File: config.mk
export PLATFORM = sky130hd
export DESIGN_NAME = vga_scanout_flat
export DESIGN_NICKNAME = d
export VERILOG_FILES = /design/src/rtl/vga_pkg.sv /design/src/rtl/vga_scanout_if.sv /design/src/rtl/vga_timing.sv /design/src/rtl/vga_scanout.sv /design/src/flat_wrapper.sv
export SDC_FILE = /design/constraint.sdc
export NUM_CORES = 1
export LEC_CHECK = 0
export CORE_AREA = 4 4 116 118
export DETAILED_ROUTE_END_ITERATION = 8
export DIE_AREA = 0 0 120 122
export HOLD_SLACK_MARGIN = 0.15
export PLACE_DENSITY = 0.54
export SLEW_MARGIN = 20
export SYNTH_ARGS = -nofsm -noshare
export SYNTH_HDL_FRONTEND = slang
export SYNTH_SLANG_ARGS = --single-unit
File: constraint.sdc
create_clock -name memclk -period 3.9 [get_ports memclk]
set_clock_uncertainty 0.05 [all_clocks]
set_input_delay 0.975 -clock memclk [delete_from_list [all_inputs] [get_ports memclk]]
set_output_delay 0.975 -clock memclk [all_outputs]
set_load 0.02 [all_outputs]
File: src/rtl/vga_pkg.sv
`default_nettype none
// ============================================================================
// Module      : vga_pkg
// Description : Shared constants, delay-line flag type and the RGB332 to
//               4-4-4 colour expansion used by the VGA scan-out path.
//               Defaults give 640x480@60 from a 50 MHz memclk reading a
//               320x240 pixel-doubled frame buffer.
// Revision    : 1.0 - initial release
// ============================================================================
package vga_pkg;

    localparam int c_CLK_DIV  = 2;
    localparam int c_READ_LAT = 2;

    localparam int c_H_VIS  = 640;
    localparam int c_H_FP   = 16;
    localparam int c_H_SYNC = 96;
    localparam int c_H_BP   = 48;
    localparam int c_V_VIS  = 480;
    localparam int c_V_FP   = 10;
    localparam int c_V_SYNC = 2;
    localparam int c_V_BP   = 33;

    localparam int c_H_TOTAL      = c_H_VIS + c_H_FP + c_H_SYNC + c_H_BP;  // 800
    localparam int c_V_TOTAL      = c_V_VIS + c_V_FP + c_V_SYNC + c_V_BP;  // 525
    localparam int c_H_SYNC_START = c_H_VIS + c_H_FP;                      // 656
    localparam int c_H_SYNC_END   = c_H_SYNC_START + c_H_SYNC - 1;         // 751
    localparam int c_V_SYNC_START = c_V_VIS + c_V_FP;                      // 490
    localparam int c_V_SYNC_END   = c_V_SYNC_START + c_V_SYNC - 1;         // 491

    localparam int c_FB_W   = 320;
    localparam int c_ADDR_W = 17;

    // Counter widths are fixed generously so any timing override fits.
    localparam int c_CNT_W = 12;
    localparam int c_DIV_W = 8;

    // Per-pixel control that must travel alongside the frame-buffer read.
    typedef struct packed {
        logic active;
        logic hs_n;
        logic vs_n;
        logic fstart;
    } scan_flags_t;

    localparam scan_flags_t c_FLAGS_IDLE = '{active: 1'b0, hs_n: 1'b1, vs_n: 1'b1, fstart: 1'b0};

    // Replicate the top bits into the new LSBs so full scale maps to 0xF.
    function automatic logic [11:0] rgb332_to_444(input logic [7:0] pix);
        return {pix[7:5], pix[7], pix[4:2], pix[4], pix[1:0], pix[1:0]};
    endfunction

endpackage
`default_nettype wire

File: src/rtl/vga_scanout_if.sv
`default_nettype none
// ============================================================================
// Module      : vga_scanout_if
// Description : Frame-buffer read port. The scan-out side (master) drives
//               the address; the frame buffer (slave) returns the RGB332
//               byte a fixed number of memclk edges later.
//   vgactl_addr : frame-buffer read address
//   vgactl_dat  : RGB332 pixel, R[7:5] G[4:2] B[1:0]
// Revision    : 1.0 - initial release
// ============================================================================
interface vga_scanout_if #(
    parameter int ADDR_W = 17
);
    logic [ADDR_W-1:0] vgactl_addr;
    logic [7:0]        vgactl_dat;

    modport master (output vgactl_addr, input  vgactl_dat);
    modport slave  (input  vgactl_addr, output vgactl_dat);
endinterface
`default_nettype wire

File: src/rtl/vga_timing.sv
`default_nettype none
// ============================================================================
// Module      : vga_timing
// Description : Pixel-clock enable and horizontal/vertical raster counters.
//   memclk, rst   : clock, synchronous active-low reset
//   tick          : last memclk of the current pixel
//   pix_start     : first memclk of the current pixel
//   h_cnt, v_cnt  : current raster position
//   h_nxt, v_nxt  : position after the coming edge (equal to current
//                   unless tick is high)
// Revision    : 1.0 - initial release
// ============================================================================
module vga_timing
    import vga_pkg::*;
#(
    parameter int CLK_DIV = c_CLK_DIV,
    parameter int H_TOTAL = c_H_TOTAL,
    parameter int V_TOTAL = c_V_TOTAL
) (
    input  wire logic               memclk,
    input  wire logic               rst,
    output logic                    tick,
    output logic                    pix_start,
    output logic [c_CNT_W-1:0]      h_cnt,
    output logic [c_CNT_W-1:0]      v_cnt,
    output logic [c_CNT_W-1:0]      h_nxt,
    output logic [c_CNT_W-1:0]      v_nxt
);

    logic [c_DIV_W-1:0] r_div;
    logic [c_CNT_W-1:0] r_h;
    logic [c_CNT_W-1:0] r_v;
    logic               w_h_wrap;

    assign tick      = (r_div == c_DIV_W'(CLK_DIV - 1));
    assign pix_start = (r_div == '0);
    assign w_h_wrap  = tick && (r_h == c_CNT_W'(H_TOTAL - 1));

    always_comb begin
        h_nxt = r_h;
        v_nxt = r_v;
        if (tick) begin
            h_nxt = w_h_wrap ? '0 : r_h + 1'b1;
        end
        if (w_h_wrap) begin
            v_nxt = (r_v == c_CNT_W'(V_TOTAL - 1)) ? '0 : r_v + 1'b1;
        end
    end

    always_ff @(posedge memclk) begin
        if (!rst) begin
            r_div <= '0;
            r_h   <= '0;
            r_v   <= '0;
        end else begin
            r_div <= tick ? '0 : r_div + 1'b1;
            r_h   <= h_nxt;
            r_v   <= v_nxt;
        end
    end

    assign h_cnt = r_h;
    assign v_cnt = r_v;

endmodule
`default_nettype wire

File: src/rtl/vga_scanout.sv
`default_nettype none
// ============================================================================
// Module      : vga_scanout
// Description : Display-side frame-buffer reader. Generates VGA timing,
//               reads a half-resolution frame buffer with pixel and line
//               doubling, and expands RGB332 to 4-4-4 with sync and colour
//               aligned to the frame buffer's fixed read latency.
//   memclk, rst        : clock, synchronous active-low reset
//   fb                 : frame-buffer read port (registered address)
//   vga_hs, vga_vs     : active-low syncs
//   vga_r/g/b          : 4-bit colour, zero outside the visible area
//   frame_start        : one-memclk pulse when pixel (0,0) is presented
// Revision    : 1.0 - initial release
// ============================================================================
module vga_scanout
    import vga_pkg::*;
#(
    parameter int CLK_DIV  = c_CLK_DIV,
    parameter int READ_LAT = c_READ_LAT,
    parameter int H_VIS    = c_H_VIS,
    parameter int H_FP     = c_H_FP,
    parameter int H_SYNC   = c_H_SYNC,
    parameter int H_BP     = c_H_BP,
    parameter int V_VIS    = c_V_VIS,
    parameter int V_FP     = c_V_FP,
    parameter int V_SYNC   = c_V_SYNC,
    parameter int V_BP     = c_V_BP,
    parameter int FB_W     = c_FB_W,
    parameter int ADDR_W   = c_ADDR_W
) (
    input  wire logic           memclk,
    input  wire logic           rst,
    vga_scanout_if.master       fb,
    output logic                vga_hs,
    output logic                vga_vs,
    output logic [3:0]          vga_r,
    output logic [3:0]          vga_g,
    output logic [3:0]          vga_b,
    output logic                frame_start
);

    localparam int c_H_TOT    = H_VIS + H_FP + H_SYNC + H_BP;
    localparam int c_V_TOT    = V_VIS + V_FP + V_SYNC + V_BP;
    localparam int c_HS_START = H_VIS + H_FP;
    localparam int c_HS_STOP  = c_HS_START + H_SYNC;
    localparam int c_VS_START = V_VIS + V_FP;
    localparam int c_VS_STOP  = c_VS_START + V_SYNC;

    logic               w_tick;
    logic               w_pix_start;
    logic [c_CNT_W-1:0] w_h, w_v, w_h_nxt, w_v_nxt;

    vga_timing #(
        .CLK_DIV (CLK_DIV),
        .H_TOTAL (c_H_TOT),
        .V_TOTAL (c_V_TOT)
    ) u_timing (
        .memclk    (memclk),
        .rst       (rst),
        .tick      (w_tick),
        .pix_start (w_pix_start),
        .h_cnt     (w_h),
        .v_cnt     (w_v),
        .h_nxt     (w_h_nxt),
        .v_nxt     (w_v_nxt)
    );

    // ------------------------------------------------------------------
    // Address generation. The address register is loaded from the raster
    // position being entered, so it always matches the counters. Each
    // frame-buffer row is shown on two lines, so the row base advances
    // only when leaving an odd visible line.
    // ------------------------------------------------------------------
    logic [ADDR_W-1:0] r_line_base;
    logic [ADDR_W-1:0] r_addr;
    logic [ADDR_W-1:0] w_base_nxt;
    logic              w_line_end;
    logic              w_act_nxt;

    assign w_line_end = w_tick && (w_h == c_CNT_W'(c_H_TOT - 1));
    assign w_act_nxt  = (w_h_nxt < c_CNT_W'(H_VIS)) && (w_v_nxt < c_CNT_W'(V_VIS));

    always_comb begin
        w_base_nxt = r_line_base;
        if (w_line_end) begin
            if (w_v == c_CNT_W'(c_V_TOT - 1)) begin
                w_base_nxt = '0;
            end else if (w_v[0] && (w_v < c_CNT_W'(V_VIS))) begin
                w_base_nxt = r_line_base + ADDR_W'(FB_W);
            end
        end
    end

    always_ff @(posedge memclk) begin
        if (!rst) begin
            r_line_base <= '0;
            r_addr      <= '0;
        end else begin
            r_line_base <= w_base_nxt;
            r_addr      <= w_act_nxt ? w_base_nxt + ADDR_W'(w_h_nxt >> 1) : '0;
        end
    end

    assign fb.vgactl_addr = r_addr;

    // ------------------------------------------------------------------
    // Flags of the current position, delayed to meet the read data.
    // frame_start qualifies on the first memclk of pixel (0,0) so it is a
    // single pulse although the pixel lasts CLK_DIV cycles.
    // ------------------------------------------------------------------
    scan_flags_t w_flags;
    scan_flags_t r_pipe [READ_LAT];
    scan_flags_t w_dly;

    always_comb begin
        w_flags        = c_FLAGS_IDLE;
        w_flags.active = (w_h < c_CNT_W'(H_VIS)) && (w_v < c_CNT_W'(V_VIS));
        w_flags.hs_n   = !((w_h >= c_CNT_W'(c_HS_START)) && (w_h < c_CNT_W'(c_HS_STOP)));
        w_flags.vs_n   = !((w_v >= c_CNT_W'(c_VS_START)) && (w_v < c_CNT_W'(c_VS_STOP)));
        w_flags.fstart = w_pix_start && (w_h == '0) && (w_v == '0);
    end

    always_ff @(posedge memclk) begin
        if (!rst) begin
            for (int i = 0; i < READ_LAT; i++) begin
                r_pipe[i] <= c_FLAGS_IDLE;
            end
        end else begin
            r_pipe[0] <= w_flags;
            for (int i = 1; i < READ_LAT; i++) begin
                r_pipe[i] <= r_pipe[i-1];
            end
        end
    end

    assign w_dly = r_pipe[READ_LAT-1];

    // ------------------------------------------------------------------
    // Output register: read data and delayed flags land together.
    // ------------------------------------------------------------------
    always_ff @(posedge memclk) begin
        if (!rst) begin
            vga_hs      <= 1'b1;
            vga_vs      <= 1'b1;
            vga_r       <= '0;
            vga_g       <= '0;
            vga_b       <= '0;
            frame_start <= 1'b0;
        end else begin
            vga_hs      <= w_dly.hs_n;
            vga_vs      <= w_dly.vs_n;
            frame_start <= w_dly.fstart;
            if (w_dly.active) begin
                {vga_r, vga_g, vga_b} <= rgb332_to_444(fb.vgactl_dat);
            end else begin
                {vga_r, vga_g, vga_b} <= '0;
            end
        end
    end

endmodule
`default_nettype wire
File: src/flat_wrapper.sv
// flat-port wrapper written by rule: the top's interface ports become plain ports
module vga_scanout_flat import vga_pkg::*;
#(
    parameter int CLK_DIV  = c_CLK_DIV,
    parameter int READ_LAT = c_READ_LAT,
    parameter int H_VIS    = c_H_VIS,
    parameter int H_FP     = c_H_FP,
    parameter int H_SYNC   = c_H_SYNC,
    parameter int H_BP     = c_H_BP,
    parameter int V_VIS    = c_V_VIS,
    parameter int V_FP     = c_V_FP,
    parameter int V_SYNC   = c_V_SYNC,
    parameter int V_BP     = c_V_BP,
    parameter int FB_W     = c_FB_W,
    parameter int ADDR_W   = c_ADDR_W
)
  (memclk, rst, vga_hs, vga_vs, vga_r, vga_g, vga_b, frame_start, fb_vgactl_addr, fb_vgactl_dat);
  vga_scanout_if #(.ADDR_W(ADDR_W)) fb_i ();
  input  wire logic memclk;
  input  wire logic rst;
  output logic vga_hs;
  output logic vga_vs;
  output logic [3:0] vga_r;
  output logic [3:0] vga_g;
  output logic [3:0] vga_b;
  output logic frame_start;
  output wire logic [$bits(fb_i.vgactl_addr)-1:0] fb_vgactl_addr;
  input wire logic [$bits(fb_i.vgactl_dat)-1:0] fb_vgactl_dat;
  assign fb_vgactl_addr = fb_i.vgactl_addr;
  assign fb_i.vgactl_dat = fb_vgactl_dat;
  vga_scanout #(.CLK_DIV(CLK_DIV), .READ_LAT(READ_LAT), .H_VIS(H_VIS), .H_FP(H_FP), .H_SYNC(H_SYNC), .H_BP(H_BP), .V_VIS(V_VIS), .V_FP(V_FP), .V_SYNC(V_SYNC), .V_BP(V_BP), .FB_W(FB_W), .ADDR_W(ADDR_W)) u_core (.memclk(memclk), .rst(rst), .fb(fb_i), .vga_hs(vga_hs), .vga_vs(vga_vs), .vga_r(vga_r), .vga_g(vga_g), .vga_b(vga_b), .frame_start(frame_start));
endmodule
==> out/qor.csv, run 1 <==
stage,metric,value,unit
outcome,outcome,completed,
yosys,syn_area_per_cell,8.873,µm²
global_route,grt_pass1_wl,16550,µm
sta,setup_viol,0,
final_layout,final_common_cell,dfxtp_1,
routing,ant_nets,0,
yosys,synth_ff_type,dfxtp_1,
sta,drv_slew,0,
global_route,grt_max_degree,33,
routing,vias,3545,
setup_path,r2r_cells,12,
min_path,worstHoldStart,u_core.r_pipe[0][6],
power,sw_frac_of_total,23.86,%
final_layout,final_cell_mix,"84 x dfxtp_1, 62 x nor2_1, 41 x clkdlybuf4s50_1",
setup_path,r2r-end,u_core.fb.vgactl_addr[15],
global_route,grt_overflow,0,
power,p_comb_share,5.7,%
floorplan,die_area,14640,µm²
final_layout,nets,567,
clock_network,numCtsBuffers,9,
flow_run,max_cap_viol_count,0,
final_layout,diodes,0,
yosys,syn_inst,481,
routing,drt_pass1_iterations,4,
yosys,ys_ff_latch,85,
yosys,async_flop_share,0,%
clock_network,clk_transition_reported_paths,70,ps
routing,met1_length,5068,µm
final_layout,fillerInstances,1242,
min_path,min_to,u_core.vga_hs,
setup_path,reg2reg_slack,270,ps
clock_network,h-tree-depth,3,
yosys,synth.distinct_cells,59,
setup_path,crit_path_end_kind,flip-flop,
global_route,grt_pass1_vias,3378,
setup_path,required,4090,ps
setup_path,crit_arrival,3820,ps
floorplan,die_w,120,µm
yosys,synth_warnings,0,
routing,detail_route.wl_per_cell,14.39,µm
routing,drtIter0Drc,145,
clock_network,clock_latency,340,ps
power,p_sw,449.1,µW
floorplan,ios,42,
power,power.leakage,0.002145,µW
placement,dp_slack,116.2,ps
sta,worst_pin_slew,602.7,ps
routing,wl_met2,4530,µm
sta,slew_headroom,59.81,%
sta,min_period,3635,ps
global_route,antenna_found_initial,0,
sta,fin_crit_sh,93.20,%
clock_network,cts_sinks,85,
sta,fin_tns_setup,0,ps
yosys,synth_area,4268,µm²
yosys,synthTopCellsByArea,"dfxtp_1 40%, ha_1 5.9%, nor2_1 5.5%",
min_path,min_path_cells,1,
routing,met3WireLength,340,µm
placement,gp_congestion,0.9220,
yosys,ys_seq_area_share,39.87,%
power,pwr-share-clk,46.8,%
sta,max_clock_freq,275.1,MHz
setup_path,start_kind,flip-flop,
setup_path,r2r_start,u_core.u_timing.r_div[5],
power,powerDensity,353.5,nW/µm²
sta,hold_viol_final,0,
power,p_int,1433,µW
power,seqPwrFrac,47.5,%
routing,top_layer,met4,
floorplan,std_cell_rows,41,
min_path,min_path_type,flip-flop to flip-flop,
clock_network,cts.path.max_buffers,2,
final_layout,fin_util,42.71,%
global_route,grtUsageTotal,14.32,%
sta,rsz0062_at_grt,false,
placement,port_buffers,41,
placement,dp_hpwl,7771,µm
final_layout,drive_gt1_share,13.12,%
sta,fin_ws,265.3,ps
clock_network,clock-root-buffer,clkbuf_16,
yosys,synth_top_area_share,39.87,%
yosys,yosys.area.top_type,dfxtp_1,
floorplan,coreArea,12470,µm²
floorplan,initial_core_util,34.24,%
setup_path,crit_fanout,6,
clock_network,postCtsHoldBufs,0,
final_layout,syn_to_final_growth,24.74,%
yosys,syn_nets,512,
setup_path,setup.worst_path.class,flip-flop to flip-flop,
yosys,synth_edf_count,0,
sta,timing.hold.ws,358.1,ps
power,vdd_drop_max,0.2059,mV
routing,vias_per_cell,4.972,
floorplan,die-height,122,µm
clock_network,cts_tree,yes,
routing,drc_errors,0,
routing,routed_wl,10260,µm
## synth_stat cells (2+ instances only)
master,instances
nor2_1,62
clkbuf_1,14
buf_4,4
nand3_1,22
nand4_1,13
xor2_1,19
o21a_1,4
nand3b_1,2
o21bai_1,2
inv_1,13
xnor2_1,22
ha_1,20
and4_1,4
dfxtp_1,85
mux2i_1,5
a21oi_1,17
and2_1,16
and2_2,2
nand4_2,2
or3_1,9
nand2_1,21
a21o_1,4
o21ai_0,11
nor4b_1,2
nand2b_1,5
a211oi_1,3
nor3b_1,2
o31a_1,2
or4_1,6
or2_2,4
buf_2,3
nor3_1,24
o31ai_1,3
o21ai_2,2
nor4_1,5
or4_4,3
and3_1,22
## worst max-delay path, cell delays in order, from the launching register on
cell      delay, ps
dfxtp_1         380
or4_1           560
or3_1           470
xnor2_2         270
ha_1            270
a21o_1          160
a21o_1          200
a21oi_1         200
o21ai_0         200
a211oi_1        320
nor2_1          130
and3_1          180
o21a_1          150
## cell type report
type / instances / area, µm² / area share, %
tap: 172 / 215.2 / 4.042
timing repair buffer: 65 / 590.6 / 11.09
multi-input combinational: 361 / 2457 / 46.16
inverter: 14 / 52.55 / 0.9871
clock inverter: 7 / 80.08 / 1.504
sequential: 85 / 1703 / 31.99
clock buffer: 9 / 225.2 / 4.230
## worst max-delay path by stage
| stage | from | end | slack, ps | depth (start not counted) |
|---|---|---|---|---|
| after floorplan | u_core.u_timing.v_cnt[0] | u_core.fb.vgactl_addr[16] | 240 | 16 |
| after global placement | u_core.u_timing.r_div[5] | u_core.fb.vgactl_addr[15] | 130 | 12 |
| after detailed placement | u_core.u_timing.v_cnt[0] | u_core.fb.vgactl_addr[12] | 120 | 16 |
| after CTS | u_core.u_timing.v_cnt[0] | u_core.fb.vgactl_addr[12] | 100 | 16 |
| after global routing | u_core.u_timing.r_div[1] | u_core.fb.vgactl_addr[12] | 20 | 16 |
| final | u_core.u_timing.r_div[5] | u_core.fb.vgactl_addr[15] | 270 | 12 |
## routing by layer
| metal | vias up | GRT usage [%] |
|---|---|---|
| li1 | 1813 | - |
| met1 | 1652 | 18.72 |
| met2 | 60 | 22.13 |
| met3 | 20 | 3.203 |
| met4 | 0 | 7.516 |
| met5 | - | 0 |
## logic make-up (layout without fill, tap and decap cells)
family                   Yosys count  in the layout  share of synthesized area [%]
AND/OR/NAND/NOR                  234            234                          30.55
multiplexers                       6              6                          1.437
flip-flops                        85             85                          39.87
buffers and inverters             35             95                          3.518
AO/OA/AOI/OAI                     59             59                          9.880
adder cells (fa/ha/maj)           21             21                          6.332
XOR/XNOR                          41             41                          8.414
## sequential cells by signal (all words and copies together), names as in the netlist
name	flops
u_core.fb.vgactl_addr	17
u_core.r_line_base	17
u_core.u_timing.h_cnt	12
u_core.u_timing.v_cnt	12
u_core.r_pipe	8
u_core.u_timing.r_div	8
u_core.vga_g	3
u_core.vga_r	3
u_core.vga_b	2
u_core.frame_start	1
u_core.vga_hs	1
u_core.vga_vs	1
## power groups by stage
stage	clock network, µW	registers, µW	logic (µW)
floorplan	0	917	53.4
global placement	0	913	105
detailed placement	0	914	106
CTS	900	894	107
global route	934	896	117
finish	881	895	107
## metrics by stage
step	area, µm²	cells	power [µW]
after global placement	4976	697	1018
after global routing	5324	713	1948
final	5324	713	1882
after floorplan	4268	481	970.2
after detailed placement	4976	697	1020
after CTS	5281	713	1901
## what timing repair did
| action | in CTS | in global routing |
|---|---|---|
| setup buffers | 0 | 0 |
| resized for setup | 0 | 8 |
| setup endpoints to repair | 0 | 4 |
Power figures use the tool's default switching activity.
==> run 2, diff against run 1 <==
--- a/config.mk
+++ b/config.mk
@@ -5,9 +5,10 @@
 export SDC_FILE = /design/constraint.sdc
 export NUM_CORES = 1
 export LEC_CHECK = 0
-export CORE_AREA = 4 4 116 118
+export CORE_AREA = 8 8 120 122
+export CTS_CLUSTER_SIZE = 28
 export DETAILED_ROUTE_END_ITERATION = 8
-export DIE_AREA = 0 0 120 122
+export DIE_AREA = 0 0 128 130
 export HOLD_SLACK_MARGIN = 0.15
 export PLACE_DENSITY = 0.54
 export SLEW_MARGIN = 20
==> run 2 against run 1 <==
Via count is 0.28% higher. Combinational power hardly changed. Register-to-register slack worse by 30 ps. Count of clock-buffer cells in the layout stayed put. Non-clock buffer count is 2 lower. Routed wire length is 0.65% higher. First-iteration DRC count is 68% higher. Fmax is 0.88% lower. Sequential share of layout area is 0.24 points higher. Total power is 3.5% lower. Hold slack worse by 2.2 ps. Critical path type unchanged.
==> out/qor.csv, run 2 (synthesis gave the netlist of run 1 again) <==
stage,metric,value,unit,change
outcome,outcome,completed,,
clock_network,numCtsBuffers,9,,unchanged
routing,drt_pass1_iterations,5,,+1
final_layout,final_cell_mix,"84 x dfxtp_1, 62 x nor2_1, 41 x clkdlybuf4s50_1",,
global_route,grt_max_degree,33,,unchanged
placement,dpl.cell_count,695,,-0.29%
setup_path,start_kind,flip-flop,,
setup_path,endpoint,u_core.fb.vgactl_addr[16],,
global_route,grt_overflow,0,,unchanged
floorplan,die-height,130,µm,+6.6%
setup_path,r2r_start,u_core.u_timing.r_div[5],,
final_layout,diodes,0,,unchanged
sta,min_period,3667,ps,+32.40 ps
routing,routed_wl,10330,µm,+0.65%
setup_path,crit_path_end_kind,flip-flop,,
setup_path,setup.worst_path.class,flip-flop to flip-flop,,
clock_network,clock-root-buffer,clkbuf_16,,
clock_network,clock_latency,340,ps,about the same
clock_network,cts_sinks,85,,unchanged
final_layout,final_common_cell,dfxtp_1,,
sta,fin_tns_setup,0,ps,unchanged
final_layout,drive_gt1_share,12.80,%,-0.32 points
setup_path,crit_fanout,12,,+6
floorplan,std_cell_rows,41,,unchanged
setup_path,cp_slowest_cell,nor4_4,,
sta,setup_viol,0,,unchanged
placement,dp_hpwl,7838,µm,+0.86%
floorplan,initial_core_util,34.38,%,+0.14 points
power,power,1817,µW,-3.5%
floorplan,coreArea,12410,µm²,-0.41%
sta,hold_viol_final,0,,unchanged
min_path,min_path_type,flip-flop to flip-flop,,
sta,worst_pin_slew,606.9,ps,+4.165 ps
global_route,grtUsageMet3,2.244,%,-0.96 points
global_route,antenna_found_initial,0,,unchanged
routing,ant_nets,0,,unchanged
setup_path,reg2reg_slack,230,ps,-30 ps
setup_path,cp_slowest_stage_delay,430,ps,-130 ps
routing,vias,3555,,+0.28%
floorplan,die_area,16640,µm²,+14%
setup_path,startpoint,u_core.u_timing.r_div[5],,
clock_network,h-tree-depth,3,,unchanged
sta,slew_headroom,59.54,%,-0.28 points
placement,gp_congestion,0.9194,,-0.28%
global_route,grtUsageTotal,12.69,%,-1.6 points
routing,vias_per_cell,5.000,,+0.56%
setup_path,required,4120,ps,+30 ps
sta,max_clock_freq,272.7,MHz,-0.88%
final_layout,layout.cells.non_filler,711,,-0.28%
flow_run,max_cap_viol_count,0,,unchanged
global_route,grt_pass1_wl,16750,µm,+1.2%
routing,detail_route.wl_per_cell,14.53,µm,+0.94%
global_route,met1_usage,16.14,%,-2.6 points
final_layout,nets,565,,-0.35%
routing,drtIter0Drc,244,,+68%
global_route,grt_pass1_vias,3350,,-0.83%
global_route,met2_usage,20.63,%,-1.5 points
power,power.leakage,0.002123,µW,-1.0%
routing,drc_errors,0,,unchanged
final_layout,final_area,5284,µm²,-0.75%
sta,fin_crit_sh,94.03,%,+0.83 points
floorplan,ios,42,,unchanged
final_layout,syn_to_final_growth,23.81,%,
sta,drv_slew,0,,unchanged
global_route,busiest_layer,met2,,
setup_path,critPathBufInv,0,,unchanged
power,vdd_drop_max,0.1708,mV,-17%
setup_path,crit_arrival,3890,ps,+70 ps
clock_network,postCtsHoldBufs,0,,unchanged
clock_network,cts.path.max_buffers,2,,unchanged
clock_network,clk_transition_reported_paths,70,ps,about the same
power,powerDensity,343.8,nW/µm²,-2.7%
placement,port_buffers,41,,unchanged
setup_path,path_depth,14,,+2
setup_path,r2r_cells,14,,+2
placement,place_area,4961,µm²,-0.30%
sta,timing.hold.ws,356.0,ps,-2.151 ps
setup_path,r2r-end,u_core.fb.vgactl_addr[16],,
floorplan,die_w,128,µm,+6.7%
setup_path,crit_chain,nor4_4 > nand4_2 > or2_2 > and2_1 > ha_1 > fa_1 > nand2_1 > nor2_1 > o2111ai_1 > nand4bb_1 > a31o_2 > a221o_2 > a21o_1 > a21oi_1,,
setup_path,path_delay_family,simple AND/OR/NAND/NOR gates,,
clock_network,cts_tree,yes,,
[run 2: cell type report]
class                           count  area, µm²
Clock buffer                        9      225.2
Clock inverter                      7      57.56
Fill cell                        1272       7131
Inverter                           14      52.55
Multi-Input combinational cell    361       2455
Sequential cell                    85       1703
Tap cell                          172      215.2
Timing Repair Buffer               63      575.6
[run 2: worst min path at each step]
stage | start | to | cells after the start
6_report | u_core.r_pipe[0][5] | u_core.vga_vs | 1
4_1_cts | u_core.r_pipe[0][5] | u_core.vga_vs | 1
3_5_place_dp | u_core.r_pipe[0][5] | u_core.vga_vs | 1
3_3_place_gp | u_core.r_pipe[0][6] | u_core.vga_hs | 1
5_1_grt | u_core.r_pipe[0][5] | u_core.vga_vs | 1
2_1_floorplan | u_core.r_pipe[0][1] | u_core.r_pipe[0][5] | 1
[run 2: routing by layer]
metal	vias to the layer above	share of wire, %
li1	1803	-
met3	11	4.0
met2	63	46
met4	0	2.0
met1	1678	48
met5	-	0
[run 2: what timing repair did]
| action | CTS | global route |
|---|---|---|
| gates resized for setup | 0 | 7 |
| setup buffers | 0 | 0 |
| hold endpoints to repair | 0 | 0 |
| setup endpoints to repair | 0 | 6 |
[run 2: through the flow]
| step | utilization, % | worst slack [ps] |
|---|---|---|
| after floorplan | - | 238.2 |
| after global placement | 39.96 | 134.2 |
| after detailed placement | 39.96 | 111.6 |
| after CTS | 42.24 | 103.9 |
| after global routing | 42.56 | -3.943 |
| final | 42.56 | 232.9 |
[run 2: power breakdown]
| group | leakage, µW | switching [µW] | internal (µW) | total [µW] |
|---|---|---|---|---|
| sequential | 0.000687 | 10.8 | 883 | 894 |
| clock | 0.000135 | 375 | 442 | 817 |
| combinational | 0.00130 | 61.0 | 44.8 | 106 |
